--- config.mk ---
export PLATFORM = sky130hd
export DESIGN_NAME = div_ctrl
export DESIGN_NICKNAME = d
export VERILOG_FILES = /design/src/rtl/ariane_pkg.sv /design/src/rtl/div_result_cache.sv /design/src/rtl/div_ctrl.sv
export SDC_FILE = /design/constraint.sdc
export NUM_CORES = 1
export LEC_CHECK = 0
export ABC_CLOCK_PERIOD_IN_PS = 7700
export BUFFER_PORTS_ARGS = -buffer_cell sky130_fd_sc_hd__buf_2
export CORE_MARGIN = 3
export CORE_UTILIZATION = 58
export DETAILED_ROUTE_END_ITERATION = 6
export PLACE_DENSITY = 0.9
export RECOVER_POWER = 25
export REMOVE_ABC_BUFFERS = 1
export SLEW_MARGIN = 40
export SYNTH_ARGS = -nofsm -noshare
export SYNTH_HDL_FRONTEND = slang
export SYNTH_SLANG_ARGS = --single-unit
--- constraint.sdc ---
create_clock -name clk_i -period 7.7 [get_ports clk_i]
set_input_delay 1.54 -clock clk_i [delete_from_list [all_inputs] [get_ports clk_i]]
set_output_delay 1.54 -clock clk_i [all_outputs]
set_load 0.01 [all_outputs]
--- src/rtl/ariane_pkg.sv ---
// rtl/ariane_pkg.sv - shared ids and divider opcode encoding
package ariane_pkg;

  localparam int unsigned TRANS_ID_BITS = 3;

  typedef enum logic [1:0] {
    UDIV = 2'd0,
    DIV  = 2'd1,
    UREM = 2'd2,
    REM  = 2'd3
  } div_opcode_e;

  // Bit 0 of the opcode selects the signed flavour of both div and rem.
  function automatic logic is_signed_op(input logic [1:0] op);
    return op[0];
  endfunction

endpackage

--- src/rtl/div_result_cache.sv ---
// rtl/div_result_cache.sv - one-entry key/result cache in front of the serial divider
module div_result_cache #(
  parameter int unsigned KEY_W  = 131,
  parameter int unsigned RES_W  = 64,
  parameter bit          ENABLE = 1'b1
) (
  input  logic             clk_i,
  input  logic             rst_ni,
  input  logic [KEY_W-1:0] lookup_key,
  output logic             hit,
  output logic [RES_W-1:0] hit_result,
  input  logic             wr_en,
  input  logic [KEY_W-1:0] wr_key,
  input  logic [RES_W-1:0] wr_result
);

  if (ENABLE) begin : g_cache
    logic             valid_q;
    logic [KEY_W-1:0] key_q;
    logic [RES_W-1:0] result_q;

    always_ff @(posedge clk_i or negedge rst_ni) begin
      if (!rst_ni) begin
        valid_q  <= 1'b0;
        key_q    <= '0;
        result_q <= '0;
      end else if (wr_en) begin
        valid_q  <= 1'b1;
        key_q    <= wr_key;
        result_q <= wr_result;
      end
    end

    assign hit        = valid_q && (key_q == lookup_key);
    assign hit_result = result_q;
  end else begin : g_nocache
    assign hit        = 1'b0;
    assign hit_result = '0;
  end

endmodule

--- src/rtl/div_ctrl.sv ---
// rtl/div_ctrl.sv - operand conditioning, handshake and writeback buffer around the serial divider
module div_ctrl
  import ariane_pkg::*;
#(
  parameter int unsigned WIDTH        = 64,
  parameter bit          ENABLE_CACHE = 1'b1
) (
  input  logic                     clk_i,
  input  logic                     rst_ni,
  input  logic                     flush_i,
  input  logic                     req_valid_i,
  output logic                     req_ready_o,
  input  logic [1:0]               req_opcode_i,
  input  logic                     req_word_i,
  input  logic [WIDTH-1:0]         req_op_a_i,
  input  logic [WIDTH-1:0]         req_op_b_i,
  input  logic [TRANS_ID_BITS-1:0] req_id_i,
  output logic [TRANS_ID_BITS-1:0] div_id_o,
  output logic [WIDTH-1:0]         div_op_a_o,
  output logic [WIDTH-1:0]         div_op_b_o,
  output logic [1:0]               div_opcode_o,
  output logic                     div_in_vld_o,
  input  logic                     div_in_rdy_i,
  output logic                     div_flush_o,
  input  logic                     div_out_vld_i,
  output logic                     div_out_rdy_o,
  input  logic [TRANS_ID_BITS-1:0] div_id_i,
  input  logic [WIDTH-1:0]         div_res_i,
  output logic                     wb_valid_o,
  input  logic                     wb_ready_i,
  output logic [TRANS_ID_BITS-1:0] wb_id_o,
  output logic [WIDTH-1:0]         wb_result_o
);

  localparam int unsigned KEY_W = 2 * WIDTH + 3;

  typedef enum logic [1:0] {IDLE, LAUNCH, BUSY, HOLD} state_e;

  state_e                   state_q;
  logic                     div_rdy_q;
  logic [WIDTH-1:0]         op_a_q;
  logic [WIDTH-1:0]         op_b_q;
  logic [WIDTH-1:0]         res_q;
  div_opcode_e              opcode_q;
  logic                     word_q;
  logic [TRANS_ID_BITS-1:0] id_q;

  logic [WIDTH-1:0] cond_a;
  logic [WIDTH-1:0] cond_b;
  logic [WIDTH-1:0] res_adj;
  logic [WIDTH-1:0] cache_result;
  logic             cache_hit;
  logic             accept;
  logic             res_take;

  function automatic logic [WIDTH-1:0] condition(input logic [WIDTH-1:0] v,
                                                 input logic word, input logic sext);
    if (!word) return v;
    return {{(WIDTH-32){sext & v[31]}}, v[31:0]};
  endfunction

  assign cond_a = condition(req_op_a_i, req_word_i, is_signed_op(req_opcode_i));
  assign cond_b = condition(req_op_b_i, req_word_i, is_signed_op(req_opcode_i));

  // Word results are always sign-extended from bit 31, unsigned variants included.
  assign res_adj = word_q ? {{(WIDTH-32){div_res_i[31]}}, div_res_i[31:0]} : div_res_i;

  assign req_ready_o   = (state_q == IDLE) && div_rdy_q && !flush_i;
  assign accept        = req_valid_i && req_ready_o;
  assign res_take      = (state_q == BUSY) && div_out_vld_i && !flush_i;

  assign div_in_vld_o  = (state_q == LAUNCH) && !flush_i;
  assign div_out_rdy_o = (state_q == BUSY) && !flush_i;
  assign wb_valid_o    = (state_q == HOLD) && !flush_i;
  assign div_flush_o   = flush_i;

  assign div_id_o      = id_q;
  assign div_op_a_o    = op_a_q;
  assign div_op_b_o    = op_b_q;
  assign div_opcode_o  = opcode_q;
  assign wb_id_o       = id_q;
  assign wb_result_o   = res_q;

  div_result_cache #(
    .KEY_W  (KEY_W),
    .RES_W  (WIDTH),
    .ENABLE (ENABLE_CACHE)
  ) i_cache (
    .clk_i      (clk_i),
    .rst_ni     (rst_ni),
    .lookup_key ({cond_a, cond_b, req_opcode_i, req_word_i}),
    .hit        (cache_hit),
    .hit_result (cache_result),
    .wr_en      (res_take),
    .wr_key     ({op_a_q, op_b_q, opcode_q, word_q}),
    .wr_result  (res_adj)
  );

  always_ff @(posedge clk_i or negedge rst_ni) begin
    if (!rst_ni) begin
      state_q   <= IDLE;
      div_rdy_q <= 1'b0;
      op_a_q    <= '0;
      op_b_q    <= '0;
      res_q     <= '0;
      opcode_q  <= UDIV;
      word_q    <= 1'b0;
      id_q      <= '0;
    end else begin
      div_rdy_q <= div_in_rdy_i;
      if (flush_i) begin
        state_q <= IDLE;
      end else begin
        unique case (state_q)
          IDLE: begin
            if (accept) begin
              op_a_q   <= cond_a;
              op_b_q   <= cond_b;
              opcode_q <= div_opcode_e'(req_opcode_i);
              word_q   <= req_word_i;
              id_q     <= req_id_i;
              if (cache_hit) begin
                res_q   <= cache_result;
                state_q <= HOLD;
              end else begin
                state_q <= LAUNCH;
              end
            end
          end
          // The divider is known idle here, so it loads without a ready check.
          LAUNCH: state_q <= BUSY;
          BUSY: begin
            if (div_out_vld_i) begin
              res_q   <= res_adj;
              state_q <= HOLD;
            end
          end
          HOLD: begin
            if (wb_ready_i) state_q <= IDLE;
          end
          default: state_q <= IDLE;
        endcase
      end
    end
  end

  busy_id_match : assert property (@(posedge clk_i) disable iff (!rst_ni)
    (state_q == BUSY && div_out_vld_i) |-> (div_id_i == id_q));

endmodule
# Yosys cells after proc, flatten, opt, wreduce, memory -nomap -nowiden
# Index checks and enable logic that the tools add are counted.
# W data, S select, Z words.
# totals
regBits	397
input_bits	208
# op_classes
eq_ne	10
muxes	13
n_reduce_logical	15
bitwise_logic	3
# ops
op	n
$mux W64	6
$eq A131 B131 Y1	1
$pmux W64 S2	1
$mux W2	5
$logic_and A1 B1 Y1	9
$ne A3 B3 Y1 const B	3
$pmux W2 S4	1
$ne A2 B2 Y1 const B	3
$reduce_and A3 Y1	2
$reduce_and A5 Y1	1
$eq A2 B2 Y1 const B	2
$and A1 B1 Y1	2
$eq A2 B1 Y1 const B	1
$logic_not A2 Y1	1
$reduce_bool A2 Y1	1
$logic_not A1 Y1	1
$not A1 Y1	1

# Depth between registers and ports, before layout
# logic_depth
ltp_word	8
ltp_mapped	11
ltp_nobuf	9

# By module
# Synthesis repeated with hierarchy kept, for this count alone.
# unflattened
cells_unflattened	1449
hier_area_um2	18277.5
# modules_own_cells
mod	seq_area_each_um2	cells_per_inst	area_each_um2	instances
div_ctrl	5029.8	775	9362.7	1
div_result_cache	4904.7	674	8914.8	1

# Worst setup path before layout
# OpenSTA, ideal clock, no wires.
# synth_timing
path_kind	in2reg
startpoint	in req_op_a_i[8]
endpoint	reg res_q[10] (netlist: wb_result_o[10])
t_arrival_ps	3804
stages	9
setup_slack_ps	3771
path_cell_list	xor2_1 > nor4_2 > o221ai_1 > nor4_2 > nand4_1 > or3_4 > o22ai_4 > buf_12 > mux2_4
# synth_via
elab_chain_cells	5
# synth_rtl
element	line_no	text
start: declaration	div_ctrl.sv:15	input logic [WIDTH-1:0] req_op_a_i,
$mux W64	div_ctrl.sv:59	return {{(WIDTH-32){sext & v[31]}}, v[31:0]};
$eq A131 B131 Y1	div_result_cache.sv:34	assign hit = valid_q && (key_q == lookup_key);
$logic_and A1 B1 Y1	div_result_cache.sv:34	
$ne A2 B2 Y1 (no source line)	--	
$reduce_and A5 Y1 (no source line)	--	
end signal: assignment	div_ctrl.sv:123	res_q <= cache_result;
end signal: assignment	div_ctrl.sv:134	res_q <= res_adj;
end: declaration	div_ctrl.sv:43	logic [WIDTH-1:0] res_q;
# No other way between the ends.
# A chain may end at the register's enable or synchronous reset.

==> results.txt <==
In this run the tool buffered the top-level ports with 409 buffer cells. In this run, post-CTS repair resized a total of 0 instances. The tools report the maximum number of buffers from clock root to sink as 3.

The completed layout was analyzed and its total power is 8.76 mW. The floorplan step defined a die boundary enclosing 34,100 µm². The mapped netlist covers 18,500 µm². The worst hold path begins at i_cache.hit_result[33]$_DFFE_PN0P_. Setup violations remaining at the end of the flow were counted as 0.

The flop and latch count out of synthesis works out to 397. The timing-limited maximum frequency was 0.191 GHz; the async set-or-reset flop fraction in the synthesized netlist was 1.00. For the overall track demand over capacity in global routing, the log shows 0.302. The number of hold buffers added after CTS was 0. Library cell contributing the largest single delay on the critical path: clkbuf_1. Power density over the cells: 393 nW/µm². Data arrival time of the critical path: 5540 ps. The commonest cells after synthesis are dfrtp_1, mux2_2, a21oi_1. The kind of critical path was primary input to async pin. The cell depth of the worst setup path was 2.

The logs give 2530 ps for the pre-CTS setup slack and 481 ps for the worst slack on hold paths. For the worst flop-to-flop path, the logic depth is 10. For the via count of the first global-routing pass, the log shows 14,745.

In this run the critical register-to-register path is launched from state_q[0]$_DFFE_PN0P_. After clock tree synthesis, the setup repair step added 0 buffers. The starting utilization of the core area came out at 0.596.

The number of primary I/O pins is 413, and the area overhead of the layout relative to synthesis is 20.3%. Counting both buffers and inverters, the worst setup path holds a total of 2. The number of clock buffers added by TritonCTS is 42. The number of fillers in the final layout was 2,021. Sequential element share of the synthesized area: 0.536.

The region available for standard cell placement spans 31,100 µm². The worst hold path belongs to the class flop to flop. The run gives 81.1 mm as the wire length of the first global-routing pass.

In this run the critical register-to-register path is captured at wb_result_o[63]$_DFFE_PN0P_. Setup repair after global routing left no endpoint under its margin. The final number of hold-violating endpoints was 0; the post-detailed-placement cell area was 20,800 µm². The post-CTS clock slew at the launch and capture registers of the worst setup and hold paths was 60 ps. The flow ran to the end, but the final reports show violations. After the last flow step, the layout net total stands at 2,148.

The final wirelength is 53.6 mm. The number of violations reported at the end of detailed-routing iteration 0 is 1,416. The worst hold path terminates at i_cache.hit_result[33]$_DFFE_PN0P_. Synthesis produced a netlist whose cell count is 1,565.

Dividing the synthesized area by the synthesized cell count gives 11.8 µm². For the total leakage power, the log shows 10.9 nW. Post-detailed-route via-to-cell ratio: 6.07.

The clock root buffer is clkbuf_16. Across all register-to-register paths, the minimum setup slack is 2800 ps. The end-of-flow core utilization was 0.717; the fraction of synthesized cell area taken by the top area cell type was 0.536. Along the worst hold path, the cell count comes to 2.

The run gives 148 as the largest net degree at the start of global routing. The run gives 3 as the number of maximum-capacitance constraint violations. The cell taking the most area after synthesis was dfrtp_1. The count of nets left with antenna violations once routing finished came out at 0. For the clock latency reported for the late side of the worst-skew pair, the log shows 550 ps.

The number of standard cells in the final layout excluding fillers is 2,385. For the total congestion overflow after global routing, the log shows 0. The final reports fail on capacitance limit, slew limit. The tools report the relative slew slack as -1.17. In this run, synthesis inferred 0 flip-flops with an integrated enable.

The logs give 34.2 ps for the clock skew and 14,487 for the overall via count from detail_route. The die outline height is 185 µm. For this run, design rule violations remaining after detail routing come to 0. The finished cells cover 22,300 µm². The first detailed-routing pass ran for 7 iterations.

Dividing the detail-routed wire length by the instance count gives 22.5 µm. The tools report the clock sink count as 397. dfrtp_1 is the most common cell in the netlist. The kind of cell with the highest combined delay on the critical path is buffers and inverters.

The number of antenna violations at the first check in global routing is 24. The worst setup path is captured at an async pin. The number of different library cells used by synthesis comes to 65. Layout cell share with drive strength beyond 1: 0.424. For this run, the slowest stage of the critical path takes 2250 ps. The final total negative setup slack is 0 ps. The final max-slew violation count came out at 200.

Once routing completed, OpenROAD measured the worst setup slack at 2450 ps. In the synthesized netlist the dominant register cell turns out to be dfrtp_1. Critical path launch point type: a primary input. For the data required time of the critical path, the log shows 7990 ps. TritonCTS built the clock tree. The initialized floorplan defines 64 standard-cell rows. The instance count after placement with tap cells included was 2,285; the worst voltage drop across the vdd grid was 0.000285 V. Part of the cycle the worst path needs: 0.681. The signal on the critical path passes through clkbuf_1, clkbuf_2. The clock period could shrink to 5250 ps. The largest fanout on the critical path was 75. Yosys printed 0 warnings.

The floorplan die width works out to 185 µm. The logs give 0.909 for the weighted congestion reported at the end of routability-driven placement and 2 for the CTS H-tree depth. The slew at the pin with the worst max-slew slack works out to 3250 ps. Sorting the synthesized cells by area gives the leading types as dfrtp_1, mux2_2, mux2_4, a21oi_1, o21ai_0. The total half-perimeter wirelength after legalization and detailed placement is 36.2 mm.
==> routing by layer <==
layer,routed length [µm],global-route usage,up-vias,share of wire
met5,21,0,-,0.00039
met4,3560,0.173,4,0.066
met2,25700,0.486,816,0.48
met3,4250,0.0622,212,0.079
met1,20000,0.383,7129,0.37
li1,-,-,6326,-
==> cells by family (layout without fill, tap and decap cells) <==
group	count (synthesis)	after routing	synth area share
flops	397	397	0.536
compound gates	347	347	0.110
mux	321	321	0.207
simple gates	265	265	0.0685
buf+inv	159	560	0.0417
xor+xnor	71	71	0.0336
fa+ha+maj	5	5	0.00338
other cells	0	23	0
==> power breakdown <==
group          internal [mW]  switching [mW]
clock                   1.27           0.844
sequential              3.00           0.728
combinational           1.42            1.49
==> cells in the final DEF (no fill, tap or decap), types with 10 or more instances in the layout <==
master     instances
buf_2            407
o22ai_1           18
nand2_1          122
nand2b_1          15
diode_2           23
clkbuf_8          10
nor3_1            11
nor2_1            48
xnor2_1           19
xor2_1            52
clkbuf_16         42
nor4_1            14
dfrtp_1          397
a21oi_1          142
mux2_2           261
nand4_1           15
o21ai_0          116
inv_1             58
mux2_4            60
nor2b_1           10
==> area by class of cell <==
type,instances,area [µm²],area share
clock buffer,58,1210,0.0543
clock inverter,17,231,0.0104
inverter,60,225,0.0101
multi-input combinational,1009,7850,0.352
tap,396,495,0.0222
timing repair buffer,425,2290,0.103
antenna,23,57.6,0.00258
sequential,397,9930,0.446
==> flip-flops by register name (all words and copies together) (netlist names) <==
register / cells
i_cache.g_cache.valid_q: 1
div_id_o: 3
div_opcode_o: 2
wb_result_o: 64
div_op_a_o: 64
div_op_b_o: 64
div_rdy_q: 1
i_cache.hit_result: 64
i_cache.g_cache.key_q: 131
word_q: 1
state_q: 2
==> worst max path at each step <==
stage / startpoint / endpoint / slack [ps]
floorplan: state_q[0]$_DFFE_PN0P_ / wb_result_o[0]$_DFFE_PN0P_ / -2520
global placement: req_word_i / wb_result_o[63]$_DFFE_PN0P_ / 2510
detailed placement: req_word_i / wb_result_o[63]$_DFFE_PN0P_ / 2530
CTS: req_word_i / wb_result_o[63]$_DFFE_PN0P_ / 3070
global route: rst_ni / div_op_a_o[18]$_DFFE_PN0P_ / 1620
finish: rst_ni / i_cache.g_cache.key_q[119]$_DFFE_PN0P_ / 2450
(Power assumes the default switching activity.)
